--- src/rtl/ctrl_pkg.sv ---
// Shared types and encodings for the multicycle LEGv8 controller: FSM states,
// ALUControl codes and the opcodes the controller decodes.
package ctrl_pkg;

  localparam int OP_W   = 11;
  localparam int ALUC_W = 4;

  typedef enum logic [3:0] {
    FETCH    = 4'd0,
    DECODE   = 4'd1,
    MEMADR   = 4'd2,
    MEMREAD  = 4'd3,
    MEMWB    = 4'd4,
    MEMWRITE = 4'd5,
    EXEC_R   = 4'd6,
    ALUWB    = 4'd7,
    BRANCH   = 4'd8,
    ILLEGAL  = 4'd9
  } state_t;

  localparam logic [ALUC_W-1:0] ALUC_AND   = 4'b0000;
  localparam logic [ALUC_W-1:0] ALUC_ORR   = 4'b0001;
  localparam logic [ALUC_W-1:0] ALUC_ADD   = 4'b0010;
  localparam logic [ALUC_W-1:0] ALUC_SUB   = 4'b0110;
  localparam logic [ALUC_W-1:0] ALUC_PASSB = 4'b0111;

  localparam logic [OP_W-1:0] OP_LDUR = 11'b11111000010;
  localparam logic [OP_W-1:0] OP_STUR = 11'b11111000000;
  localparam logic [OP_W-1:0] OP_ADD  = 11'b10001011000;
  localparam logic [OP_W-1:0] OP_SUB  = 11'b11001011000;
  localparam logic [OP_W-1:0] OP_AND  = 11'b10001010000;
  localparam logic [OP_W-1:0] OP_ORR  = 11'b10101010000;
  localparam logic [OP_W-1:0] OP_CBZ  = 11'b10110100000;

  // CBZ carries part of the register field in its low three opcode bits
  function automatic logic is_cbz(input logic [OP_W-1:0] op);
    return op[OP_W-1:3] == OP_CBZ[OP_W-1:3];
  endfunction

  function automatic logic is_rtype(input logic [OP_W-1:0] op);
    return (op == OP_ADD) || (op == OP_SUB) || (op == OP_AND) || (op == OP_ORR);
  endfunction

endpackage

--- src/rtl/alu_op_dec.sv ---
// R-type opcode to ALUControl decode; anything unrecognised falls back to ADD.
module alu_op_dec
  import ctrl_pkg::*;
(
  input  logic [OP_W-1:0]   op,
  output logic [ALUC_W-1:0] aluc
);

  always_comb begin
    aluc = ALUC_ADD;
    case (op)
      OP_ADD:  aluc = ALUC_ADD;
      OP_SUB:  aluc = ALUC_SUB;
      OP_AND:  aluc = ALUC_AND;
      OP_ORR:  aluc = ALUC_ORR;
      default: aluc = ALUC_ADD;
    endcase
  end

endmodule

--- src/rtl/multicycle_ctrl.sv ---
// Multicycle LEGv8 control FSM driving the datapath enables, selects and ALUControl.
// Optional build macro CTRL_ILLEGAL_TRAP_EN turns ILLEGAL into a sticky halt with illegal_op.
//
//  state    | meaning
//  FETCH    | read instruction, PC <= PC + 4
//  DECODE   | read registers, ALUOut <= branch target, dispatch on Op
//  MEMADR   | compute load/store address
//  MEMREAD  | read data memory
//  MEMWB    | write loaded data to register file
//  MEMWRITE | write register data to memory
//  EXEC_R   | R-type ALU operation
//  ALUWB    | write ALU result to register file
//  BRANCH   | CBZ: test Rt against zero, take branch from ALUOut
//  ILLEGAL  | unknown opcode: NOP, or halt when trapping is built in
module multicycle_ctrl
  import ctrl_pkg::*;
(
  input  logic              clk,
  input  logic              reset,
  input  logic [OP_W-1:0]   Op,
  input  logic              zero,
  output logic [ALUC_W-1:0] ALUControl,
  output logic              ALUSrcA,
  output logic [1:0]        ALUSrcB,
  output logic              PCWrite,
  output logic              PCSrc,
  output logic              IRWrite,
  output logic              MemRead,
  output logic              MemWrite,
  output logic              MemtoReg,
  output logic              RegWrite,
  output logic              Reg2Loc,
  output logic              instr_done
`ifdef CTRL_ILLEGAL_TRAP_EN
  ,
  output logic              illegal_op
`endif
);

  state_t state, state_nxt;
  logic [ALUC_W-1:0] rtype_aluc;

  alu_op_dec u_alu_op_dec (
    .op   (Op),
    .aluc (rtype_aluc)
  );

  always_ff @(posedge clk) begin
    if (reset) state <= FETCH;
    else       state <= state_nxt;
  end

  always_comb begin
    state_nxt  = FETCH;
    ALUControl = ALUC_ADD;
    ALUSrcA    = 1'b0;
    ALUSrcB    = 2'b00;
    PCWrite    = 1'b0;
    PCSrc      = 1'b0;
    IRWrite    = 1'b0;
    MemRead    = 1'b0;
    MemWrite   = 1'b0;
    MemtoReg   = 1'b0;
    RegWrite   = 1'b0;
    Reg2Loc    = 1'b0;
    instr_done = 1'b0;
`ifdef CTRL_ILLEGAL_TRAP_EN
    illegal_op = 1'b0;
`endif
    case (state)
      FETCH: begin
        MemRead   = 1'b1;
        IRWrite   = 1'b1;
        ALUSrcB   = 2'b01;
        PCWrite   = 1'b1;
        state_nxt = DECODE;
      end
      DECODE: begin
        ALUSrcB = 2'b11;
        Reg2Loc = (Op == OP_STUR) || is_cbz(Op);
        if ((Op == OP_LDUR) || (Op == OP_STUR)) state_nxt = MEMADR;
        else if (is_rtype(Op))                  state_nxt = EXEC_R;
        else if (is_cbz(Op))                    state_nxt = BRANCH;
        else                                    state_nxt = ILLEGAL;
      end
      MEMADR: begin
        ALUSrcA   = 1'b1;
        ALUSrcB   = 2'b10;
        // a corrupted Op here degrades to a load, never to a spurious store
        state_nxt = (Op == OP_STUR) ? MEMWRITE : MEMREAD;
      end
      MEMREAD: begin
        MemRead   = 1'b1;
        state_nxt = MEMWB;
      end
      MEMWB: begin
        RegWrite   = 1'b1;
        MemtoReg   = 1'b1;
        instr_done = 1'b1;
      end
      MEMWRITE: begin
        MemWrite   = 1'b1;
        Reg2Loc    = 1'b1;
        instr_done = 1'b1;
      end
      EXEC_R: begin
        ALUSrcA    = 1'b1;
        ALUControl = rtype_aluc;
        state_nxt  = ALUWB;
      end
      ALUWB: begin
        RegWrite   = 1'b1;
        instr_done = 1'b1;
      end
      BRANCH: begin
        Reg2Loc    = 1'b1;
        ALUControl = ALUC_PASSB;
        PCWrite    = zero;
        PCSrc      = 1'b1;
        instr_done = 1'b1;
      end
      ILLEGAL: begin
`ifdef CTRL_ILLEGAL_TRAP_EN
        illegal_op = 1'b1;
        state_nxt  = ILLEGAL;
`else
        instr_done = 1'b1;
`endif
      end
      default: state_nxt = FETCH;
    endcase

    // reset overrides everything so no enable can fire on the abandoned instruction
    if (reset) begin
      ALUControl = ALUC_ADD;
      ALUSrcA    = 1'b0;
      ALUSrcB    = 2'b00;
      PCWrite    = 1'b0;
      PCSrc      = 1'b0;
      IRWrite    = 1'b0;
      MemRead    = 1'b0;
      MemWrite   = 1'b0;
      MemtoReg   = 1'b0;
      RegWrite   = 1'b0;
      Reg2Loc    = 1'b0;
      instr_done = 1'b0;
`ifdef CTRL_ILLEGAL_TRAP_EN
      illegal_op = 1'b0;
`endif
    end
  end

endmodule

--- config.mk ---
export PLATFORM = sky130hd
export DESIGN_NAME = multicycle_ctrl
export DESIGN_NICKNAME = d
export VERILOG_FILES = /design/src/rtl/ctrl_pkg.sv /design/src/rtl/alu_op_dec.sv /design/src/rtl/multicycle_ctrl.sv
export SDC_FILE = /design/constraint.sdc
export NUM_CORES = 1
export LEC_CHECK = 0
export ABC_AREA = 1
export BUFFER_PORTS_ARGS = -buffer_cell sky130_fd_sc_hd__buf_2
export CORE_MARGIN = 2
export CORE_UTILIZATION = 49
export CTS_CLUSTER_DIAMETER = 30
export DETAILED_ROUTE_END_ITERATION = 10
export PLACE_DENSITY = 0.83
export REMOVE_ABC_BUFFERS = 1
export SYNTH_ARGS = -nofsm -noshare
export SYNTH_HDL_FRONTEND = slang
export SYNTH_HIERARCHICAL = 1
export SYNTH_SLANG_ARGS = --single-unit
--- constraint.sdc ---
create_clock -name clk -period 1.9 [get_ports clk]
set_input_delay 0.19 -clock clk [delete_from_list [all_inputs] [get_ports clk]]
set_output_delay 0.19 -clock clk [all_outputs]
set_load 0.01 [all_outputs]
==> results of run 1 <==
## cells in the final DEF (no fill, tap or decap), types with 3 or more instances in the layout
| cell | count |
|---|---|
| nor3_1 | 4 |
| nand2_2 | 6 |
| nor2_2 | 8 |
| inv_2 | 6 |
| buf_2 | 28 |
| dfxtp_1 | 4 |
| nor2_1 | 23 |
| nand4_1 | 3 |
| clkbuf_4 | 3 |
| nand3b_1 | 3 |
| nand3_1 | 11 |
| inv_1 | 20 |
| nand2_1 | 29 |
## layout make-up
| type | instances | area, um^2 | area share, % |
|---|---|---|---|
| clock buffer | 3 | 22.52 | 2.679 |
| inverter | 26 | 97.59 | 11.61 |
| multi-input combinational | 98 | 481.7 | 57.29 |
| sequential | 4 | 80.08 | 9.524 |
| tap | 15 | 18.77 | 2.232 |
| timing repair buffer | 28 | 140.1 | 16.67 |
## per-layer routing
layer / track usage, % / share of wire [%]
met1: 26.14 / 41
met3: 1.630 / 6.7
met4: 5.000 / 0.37
met2: 44.92 / 52
met5: 0 / 0
## worst register-to-register path: cells and delay by family (launching register included)
kind	cells	cell delay, ns
AOI/OAI and AO/OA	1	0.17
buffers and inverters	2	0.12
DFF	1	0.40
and+or+nand+nor	4	0.32
## through the flow
| step | power (mW) | cell area (um^2) | hold WS, ns | cells |
|---|---|---|---|---|
| after floorplan | 0.2572 | 659.4 | 0.2524 | 128 |
| after global placement | 0.3254 | 818.3 | 0.4425 | 171 |
| after detailed placement | 0.3292 | 818.3 | 0.4506 | 171 |
| after CTS | 0.4340 | 840.8 | 0.2104 | 174 |
| after global routing | 0.4693 | 840.8 | 0.2113 | 174 |
| final | 0.4310 | 840.8 | 0.2171 | 174 |
## kinds of logic after synthesis
logic type / Yosys count / synth area share, %
AOI/OAI and AO/OA: 6 / 6.191
buffers and inverters: 27 / 15.76
DFF: 4 / 12.01
other: 1 / 0.5623
and+or+nand+nor: 91 / 65.48
## power by group
| part | switching, mW | internal (mW) |
|---|---|---|
| Sequential | 0.0142 | 0.0955 |
| Clock | 0.0325 | 0.0705 |
| Combinational | 0.139 | 0.0792 |
| Total | 0.186 | 0.245 |
## final timing paths
check	cells after the start	slack [ns]	from	end
worst min-delay path	2	0.22	reset	state[1]
worst max register to register	7	0.79	state[0]	state[2]
worst min register to register	3	0.66	state[3]	state[0]
worst max-delay path	8	0.35	state[1]	PCWrite
==> results.md, run 1 <==
- Critical Path Fanout Max: 7
- Area Overhead vs Synth: 26.08%
- Die height: 40.89 um
- Ys flop type: dfxtp_1
- Ranking of synthesized cells by area: nand2_1 (16%), nor2_1 (13%), dfxtp_1 (12%), inv_1 (11%), nand3_1 (8.3%)
- Core region area: 0.001285 mm^2
- Crit end category: output port
- Routability congestion estimate from global placement: 0.8905
- Area fraction of the dominant cell type after synthesis: 16.32%
- Post-synthesis sequential area ratio: 12.01%
- Fin crit share: 81.39%
- Post-route ant nets: 0
- Crit start category: register
- Routed WL: 1615 um
- Clk_skew: 0.003229 ns
- DP HPWL: 1419 um
- H-tree depth: 1
- Total grt overflow: 0
- Synthesis warning total: 6
- Cell Pwr Density: 512.5 mW/mm^2
- Iter 0 DRT Violations: 25
- Final Max Tran Viols: 0
- Worst Path Required: 1.71 ns
- Remaining DRCs: 0
- Port Buf Inserts: 28
- Critical-path top delay cell: dfxtp_1
- #FFs+latches synth: 4
- Initial Utilization: 51.90%
- Fin util: 65.43%
- Post-CTS Hold Fix Bufs: 0
- Max clock buf depth: 2
- Critical-path cell list: nor2_2 > inv_2 > nor3_2 > nand2_2 > inv_2 > nand2_1 > o21ai_1 > buf_2
- Largest Register: state
- Clk slew on worst S/H paths: 0.03 ns
- Total global-route track usage: 22.92%
- CP top delay family: simple AND/OR/NAND/NOR gates
- Data arrival, critical path: 1.36 ns
- Post-CTS setup buffers: 0
- Syn Area/Cell: 5.170 um^2
- I/O pin cnt: 30
- Row count: 13
- Final hold vios: 0
- Initial antenna violation count: 0
- Fillcell total: 125
- TritonCTS Buffers: 3
- Via Count: 851
- Buf/Inv on CP: 3
- Worst slack, placed: 0.5888 ns
- EDFF count, synth: 0
- Final nets: 175
- Root Driver: clkbuf_4
- Ys async rst share: 0%
- Critical path's most frequent cell: inv_2
- Peak VDD IR: 231.5 uV
- First-pass GRT wire length: 2608 um
- Vias in the first global route: 704
- Routed vias/inst: 4.891
- Tmin final: 1.546 ns
- Routed wire per std cell: 9.282 um
- Setup TNS: 0 ns
- Synth Instances: 129
- Final worst-path setup slack: 0.3535 ns
- Ant diodes: 0
- Largest net degree at the start of global routing: 10
- Count of cell types in the netlist: 23
- TritonCTS clock tree: yes
- Max Fclk: 0.6466 GHz
- Biggest regs: state: 4 flops
- Cell accounting for the most synthesized area: nand2_1
- Max incr delay on CP: 0.37 ns
- CTS resizes: 0
- Die footprint: 0.001672 mm^2
- Max cap viols: 0
- Width of the die: 40.89 um
- Clk_lat worst skew: 0.23 ns
- Endpoints failing setup: 0
- Synthesized cell area: 666.9 um^2
- Kind of critical path: register to output port
- Max FFs per register: 4
- Synth cell count leaders: nand2_1 (29), nor2_1 (23), inv_1 (20), nand3_1 (11), nor2_2 (8)
- Clock sinks: 4
- Worst Hold Class: input port to register
- Top-count cell post-synth: nand2_1
- Leak Pwr: 0.4880 nW
- Status: complete, no violations
- RSZ-0062 raised after global routing: no
- Layout cells sized above 1: 34.59%
- TritonRoute pass-1 iters: 4
(Power assumes the default switching activity.)
==> run 2: changes to the inputs <==
--- a/config.mk
+++ b/config.mk
@@ -7,11 +7,12 @@
 export LEC_CHECK = 0
 export ABC_AREA = 1
 export BUFFER_PORTS_ARGS = -buffer_cell sky130_fd_sc_hd__buf_2
+export CORE_ASPECT_RATIO = 0.8
 export CORE_MARGIN = 2
-export CORE_UTILIZATION = 49
+export CORE_UTILIZATION = 41
 export CTS_CLUSTER_DIAMETER = 30
 export DETAILED_ROUTE_END_ITERATION = 10
-export PLACE_DENSITY = 0.83
+export PLACE_DENSITY = 0.74
 export REMOVE_ABC_BUFFERS = 1
 export SYNTH_ARGS = -nofsm -noshare
 export SYNTH_HDL_FRONTEND = slang
==> constraint.sdc (replaced) <==
create_clock -name clk -period 1.4 [get_ports clk]
set_input_delay 0.14 -clock clk [delete_from_list [all_inputs] [get_ports clk]]
set_output_delay 0.14 -clock clk [all_outputs]
set_load 0.01 [all_outputs]
==> run 2 against run 1 <==
Compared with the run above: via count up 5.6%; routed wire length up 14%; combinational power grew 77%; critical path type unchanged; the run now ends with negative setup slack left; sequential share of layout area shrank 0.30 points; critical endpoint unchanged; first-iteration DRC count increased by 40%; largest power group unchanged; cell count grew 8.0%; clock skew decreased by 0.0024 ns; global-route usage shrank 2.4 points; hold slack worse by 0.050 ns; worst setup slack worse by 0.37 ns; final area up 13%; die area increased by 18%.
==> results.md, run 2 (synthesis gave the netlist of run 1 again) <==
- Iter 0 DRT Violations: 35 (was 25)
- Largest net degree at the start of global routing: 10 (unchanged)
- Final worst-path setup slack: -0.01231 ns (was 0.3535 ns)
- Critical Path Fanout Max: 6 (was 7)
- Remaining DRCs: 0 (unchanged)
- DP HPWL: 1456 um (was 1419 um)
- Largest Register: state (unchanged)
- Failing checks: negative setup slack
- Crit end category: output port (unchanged)
- Final nets: 183 (was 175)
- Initial Utilization: 45.79% (was 51.90%)
- Final Max Tran Viols: 0 (unchanged)
- Biggest regs: state: 4 flops (unchanged)
- Critical path's most frequent cell: inv_2 (unchanged)
- RSZ-0062 raised after global routing: yes (was no)
- Routed WL: 1839 um (was 1615 um)
- Die footprint: 0.001967 mm^2 (was 0.001672 mm^2)
- TritonRoute pass-1 iters: 4 (unchanged)
- Clk_skew: 0.0008602 ns (was 0.003229 ns)
- Buf/Inv on CP: 3 (unchanged)
- Kind of critical path: register to output port (unchanged)
- Clock sinks: 4 (unchanged)
- Root Driver: clkbuf_4 (unchanged)
- Core region area: 0.001456 mm^2 (was 0.001285 mm^2)
- Data arrival, critical path: 1.27 ns (was 1.36 ns)
- Worst Hold Class: input port to register (unchanged)
- Max FFs per register: 4 (unchanged)
- Most frequent cells in the layout: nand2_1 (27), buf_2 (27), nor2_1 (22), inv_1 (20), nand3_1 (11) (was nand2_1 (29), buf_2 (28), nor2_1 (23), inv_1 (20), nand3_1 (11))
- Row count: 12 (was 13)
- First-pass GRT wire length: 3180 um (was 2608 um)
- Fin util: 65.21% (was 65.43%)
- Max Fclk: 0.7081 GHz
- Cell Pwr Density: 710.6 mW/mm^2 (was 512.5 mW/mm^2)
- Max clock buf depth: 2 (unchanged)
- Critical-path top delay cell: dfxtp_4 (was dfxtp_1)
- H-tree depth: 1 (unchanged)
- TritonCTS clock tree: yes (unchanged)
- Port Buf Inserts: 28 (unchanged)
- Area Overhead vs Synth: 42.40% (was 26.08%)
- Tmin final: 1.412 ns
- I/O pin cnt: 30 (unchanged)
- Via Count: 899 (was 851)
- Routed wire per std cell: 9.782 um (was 9.282 um)
- Vias in the first global route: 755 (was 704)
- Layout cells sized above 1: 42.51% (was 34.59%)
- Total global-route track usage: 20.54% (was 22.92%)
- Die height: 40.08 um (was 40.89 um)
- Ant diodes: 0 (unchanged)
- TritonCTS Buffers: 3 (unchanged)
- Post-route ant nets: 0 (unchanged)
- Status: finished, violations left (was complete, no violations)
- Clk_lat worst skew: 0.22 ns (was 0.23 ns)
- Max incr delay on CP: 0.36 ns (was 0.37 ns)
- CP top delay family: simple AND/OR/NAND/NOR gates (unchanged)
- Worst Path Required: 1.26 ns (was 1.71 ns)
- Leak Pwr: 0.5327 nW (was 0.4880 nW)
- Width of the die: 49.09 um (was 40.89 um)
- Peak VDD IR: 861.9 uV (was 231.5 uV)
- Final hold vios: 0 (unchanged)
- Initial antenna violation count: 0 (unchanged)
- Max cap viols: 0 (unchanged)
- Routed vias/inst: 4.782 (was 4.891)
- Hold WS: 0.1668 ns (was 0.2171 ns)
- Clk slew on worst S/H paths: 0.03 ns (about the same)
- Crit start category: register (unchanged)
- Fin crit share: 100.9%
- Routability congestion estimate from global placement: 0.8683 (was 0.8905)
- Total grt overflow: 0 (unchanged)
- Fillcell total: 145 (was 125)
- Endpoints failing setup: 1 (was 0)
- Critical-path cell list: nor2_4 > inv_2 > nor3_4 > nand2_2 > inv_2 > nand2_1 > o21ai_1 > buf_2 (was nor2_2 > inv_2 > nor3_2 > nand2_2 > inv_2 > nand2_1 > o21ai_1 > buf_2)
==> run 2: repair_timing <==
action | in CTS | in global routing
buffers inserted | 1 | 6
hold buffers | 0 | 0
endpoints found under the setup margin | 2 | 9
pin swaps | 1 | 2
gates resized for setup | 3 | 11
==> run 2: power breakdown <==
part           internal [mW]  switching (mW)  leakage, nW
logic                  0.164           0.221        0.484
clock network         0.0953          0.0384       0.0138
registers              0.131          0.0247       0.0346
==> run 2: final timing paths <==
path                               start  endpoint  slack, ns  cells after the start
worst max-delay path            state[1]   PCWrite      -0.01                      8
worst min-delay path               reset  state[1]       0.17                      2
worst max register to register  state[2]  state[0]       0.27                      8
worst min register to register  state[1]  state[0]       0.61                      2
==> run 2: through the flow <==
step	total power, mW	instances	TNS, ns	setup WS (ns)	instance area, um^2
3_5_place_dp	0.4565	178	0	0.1628	833.3
4_1_cts	0.6120	182	-0.01664	-0.01228	872.1
2_1_floorplan	0.3491	128	0	0.2575	659.4
6_report	0.6749	188	-0.01231	-0.01231	949.7
5_1_grt	0.7287	188	-0.2048	-0.1095	949.7
3_3_place_gp	0.4491	178	0	0.1945	833.3
==> run 2: layout make-up <==
class,instances,area (um^2),area share (%)
multi-input combinational,98,509.2,53.62
inverter,26,97.59,10.28
timing repair buffer,36,206.4,21.74
tap,21,26.28,2.767
clock buffer,3,22.52,2.372
sequential,4,87.58,9.223
==> run 2: per-layer routing <==
layer | part of all wire, % | track usage (%) | up-vias
met4 | 0 | 0.7143 | 0
li1 | - | - | 473
met3 | 6.0 | 2.985 | 0
met2 | 48 | 40.20 | 33
met1 | 46 | 25.83 | 393
met5 | 0 | 0 | -
==> run 3: changes to the inputs <==
--- a/config.mk
+++ b/config.mk
@@ -7,7 +7,6 @@
 export LEC_CHECK = 0
 export ABC_AREA = 1
 export BUFFER_PORTS_ARGS = -buffer_cell sky130_fd_sc_hd__buf_2
-export CORE_ASPECT_RATIO = 0.8
 export CORE_MARGIN = 2
 export CORE_UTILIZATION = 41
 export CTS_CLUSTER_DIAMETER = 30
==> run 3 against run 2 <==
Compared with the run above: largest cell class unchanged; first-iteration DRC count decreased by 57%; core utilization decreased by 6.6 points; clock skew increased by 0.0019 ns; combinational power decreased by 12%; clock-buffer cell count unchanged; critical endpoint is now Reg2Loc; the flow still finishes with violations (negative setup slack); register-to-register slack about the same; non-clock buffer count decreased by 6; cell count decreased by 5.9%; die area decreased by 0.11%; clock power increased by 4%; critical path depth decreased by 2.
==> results.md, run 3 (synthesis gave the netlist of run 1 again) <==
- Largest Register: state (unchanged)
- Worst Path Required: 1.26 ns (about the same)
- Critical Path Fanout Max: 7 (was 6)
- Clk_lat worst skew: 0.23 ns (was 0.22 ns)
- Max Fclk: 0.7033 GHz (was 0.7081 GHz)
- Most frequent cells in the layout: nand2_1 (28), buf_2 (28), nor2_1 (23), inv_1 (20), nand3_1 (11) (was nand2_1 (27), buf_2 (27), nor2_1 (22), inv_1 (20), nand3_1 (11))
- Clk slew on worst S/H paths: 0.04 ns (was 0.03 ns)
- Initial Utilization: 43.76% (was 45.79%)
- Ant diodes: 0 (unchanged)
- Global Route met3 Usage: 0% (was 2.985%)
- Storage cell area: 90.09 um^2 (was 87.58 um^2)
- Layout cells sized above 1: 38.51% (was 42.51%)
- Max FFs per register: 4 (unchanged)
- Reg2reg end: state[2] (was state[0])
- TritonCTS Buffers: 3 (unchanged)
- Routed vias/inst: 4.983 (was 4.782)
- Cell Pwr Density: 716.2 mW/mm^2 (was 710.6 mW/mm^2)
- Root Driver: clkbuf_4 (unchanged)
- Clk_skew: 0.002795 ns (was 0.0008602 ns)
- Die footprint: 0.001965 mm^2 (was 0.001967 mm^2)
- Failing checks: negative setup slack (unchanged)
- Total grt overflow: 0 (unchanged)
- Port Buf Inserts: 28 (unchanged)
- Setup TNS: -0.03541 ns (was -0.01231 ns)
- Tmin final: 1.422 ns (was 1.412 ns)
- Biggest regs: state: 4 flops (unchanged)
- Routability congestion estimate from global placement: 0.8646 (was 0.8683)
- Via Count: 882 (was 899)
- Max cap viols: 0 (unchanged)
- Final hold vios: 0 (unchanged)
- Status: finished, violations left (unchanged)
- Row count: 14 (was 12)
- Fin crit share: 101.6% (was 100.9%)
- Final Max Tran Viols: 0 (unchanged)
- Clock sinks: 4 (unchanged)
- M1 GR Usage: 22.22% (was 25.83%)
- Met2 usage in global routing: 33.53% (was 40.20%)
- Max clock buf depth: 2 (unchanged)
- Die height: 44.33 um (was 40.08 um)
- Remaining DRCs: 0 (unchanged)
- Area of the multi-input gates: 505.5 um^2 (was 509.2 um^2)
- Data arrival, critical path: 1.28 ns (was 1.27 ns)
- Vias in the first global route: 729 (was 755)
- Post-route ant nets: 0 (unchanged)
- Final worst-path setup slack: -0.02197 ns (was -0.01231 ns)
- Worst Reg-to-Reg Cells: 7 (was 8)
- Leak Pwr: 0.5047 nW (was 0.5327 nW)
- Crit end category: output port (unchanged)
- Slack of the worst reg-to-reg path: 0.27 ns (about the same)
- Post-CTS Hold Fix Bufs: 0 (unchanged)
- Largest net degree at the start of global routing: 10 (unchanged)
- Final Cell Area: 893.4 um^2 (was 949.7 um^2)
- Routed wire per std cell: 10.03 um (was 9.782 um)
- Grt peak-use layer: met2 (unchanged)
- Routed WL: 1775 um (was 1839 um)
- Area Overhead vs Synth: 33.96% (was 42.40%)
- R2r startpoint: state[3] (was state[2])
- First-pass GRT wire length: 2739 um (was 3180 um)
- Final nets: 177 (was 183)
- DP Area: 819.5 um^2 (was 833.3 um^2)
- I/O pin cnt: 30 (unchanged)
- Core region area: 0.001524 mm^2 (was 0.001456 mm^2)
- H-tree depth: 1 (unchanged)
- Fillcell total: 157 (was 145)
- Critical Path End: Reg2Loc (was PCWrite)
- Width of the die: 44.33 um (was 49.09 um)
- Initial antenna violation count: 0 (unchanged)
- Kind of critical path: register to output port (unchanged)
- Critical path launch point: state[1] (unchanged)
- Crit start category: register (unchanged)
- RSZ-0062 raised after global routing: yes (unchanged)
- TritonRoute pass-1 iters: 4 (unchanged)
- TritonCTS clock tree: yes (unchanged)
- Endpoints failing setup: 2 (was 1)
- Worst Hold Class: input port to register (unchanged)
- Peak VDD IR: 407.1 uV (was 861.9 uV)
- Iter 0 DRT Violations: 15 (was 35)
- Total global-route track usage: 17.90% (was 20.54%)
- DP HPWL: 1383 um (was 1456 um)
==> run 3: changes by cell type in the layout (fill, tap and decap cells not counted), sizes merged <==
cell	delta
buf	-6
==> run 3: per-layer routing <==
metal | routed length [um] | part of all wire [%] | vias up
met4 | 14 | 0.79 | 0
met5 | 0 | 0 | -
met2 | 887 | 50 | 28
met1 | 782 | 44 | 386
li1 | - | - | 466
met3 | 91 | 5.1 | 2
==> run 3: stage by stage <==
step | worst slack, ns | instances | power (mW) | utilization, % | hold WS, ns
floorplan | 0.2575 | 128 | 0.3491 | - | 0.2024
global placement | 0.1627 | 172 | 0.4439 | 53.78 | 0.3986
detailed placement | 0.1669 | 172 | 0.4517 | 53.78 | 0.4051
CTS | -0.02321 | 176 | 0.6079 | 56.32 | 0.1539
global route | -0.1285 | 177 | 0.6883 | 58.62 | 0.1656
finish | -0.02197 | 177 | 0.6399 | 58.62 | 0.1669
==> run 3: how the worst min path moves through the flow <==
stage           from  cells past startpoint  slack (ns)       end
2_1_floorplan  reset                      1        0.20  state[1]
3_3_place_gp   reset                      2        0.40  state[1]
3_5_place_dp   reset                      2        0.41  state[1]
4_1_cts        reset                      2        0.15  state[1]
5_1_grt        reset                      2        0.17  state[1]
6_report       reset                      2        0.17  state[1]
==> run 3: report_power, final <==
| group | internal, mW | switching, mW | total (mW) |
|---|---|---|---|
| Sequential | 0.134 | 0.0285 | 0.163 |
| Combinational | 0.130 | 0.209 | 0.339 |
| Clock | 0.0956 | 0.0430 | 0.139 |
==> run 3: what timing repair did <==
| item | 4_1_cts | 5_1_grt |
|---|---|---|
| resized for setup | 3 | 9 |
| endpoints found under the hold margin | 0 | 0 |
| pin swaps | 2 | 1 |
| buffers inserted | 1 | 1 |
| setup endpoints to repair | 2 | 10 |
==> run 3: area by class of cell <==
cell class              count  area share, %
multi-input cells          98          56.58
repair buffers             30          17.37
inverters                  26          11.20
flip-flops and latches      4          10.08
clock buffers               3          2.521
well taps                  16          2.241
==> run 3: worst max-delay path, stage by stage, from the launching register on <==
cell and delay [ns]:
dfxtp_4 0.36, inv_1 0.09, nand2_2 0.10, nor2_4 0.14, nand2_1 0.07, a21oi_1 0.13, buf_2 0.15
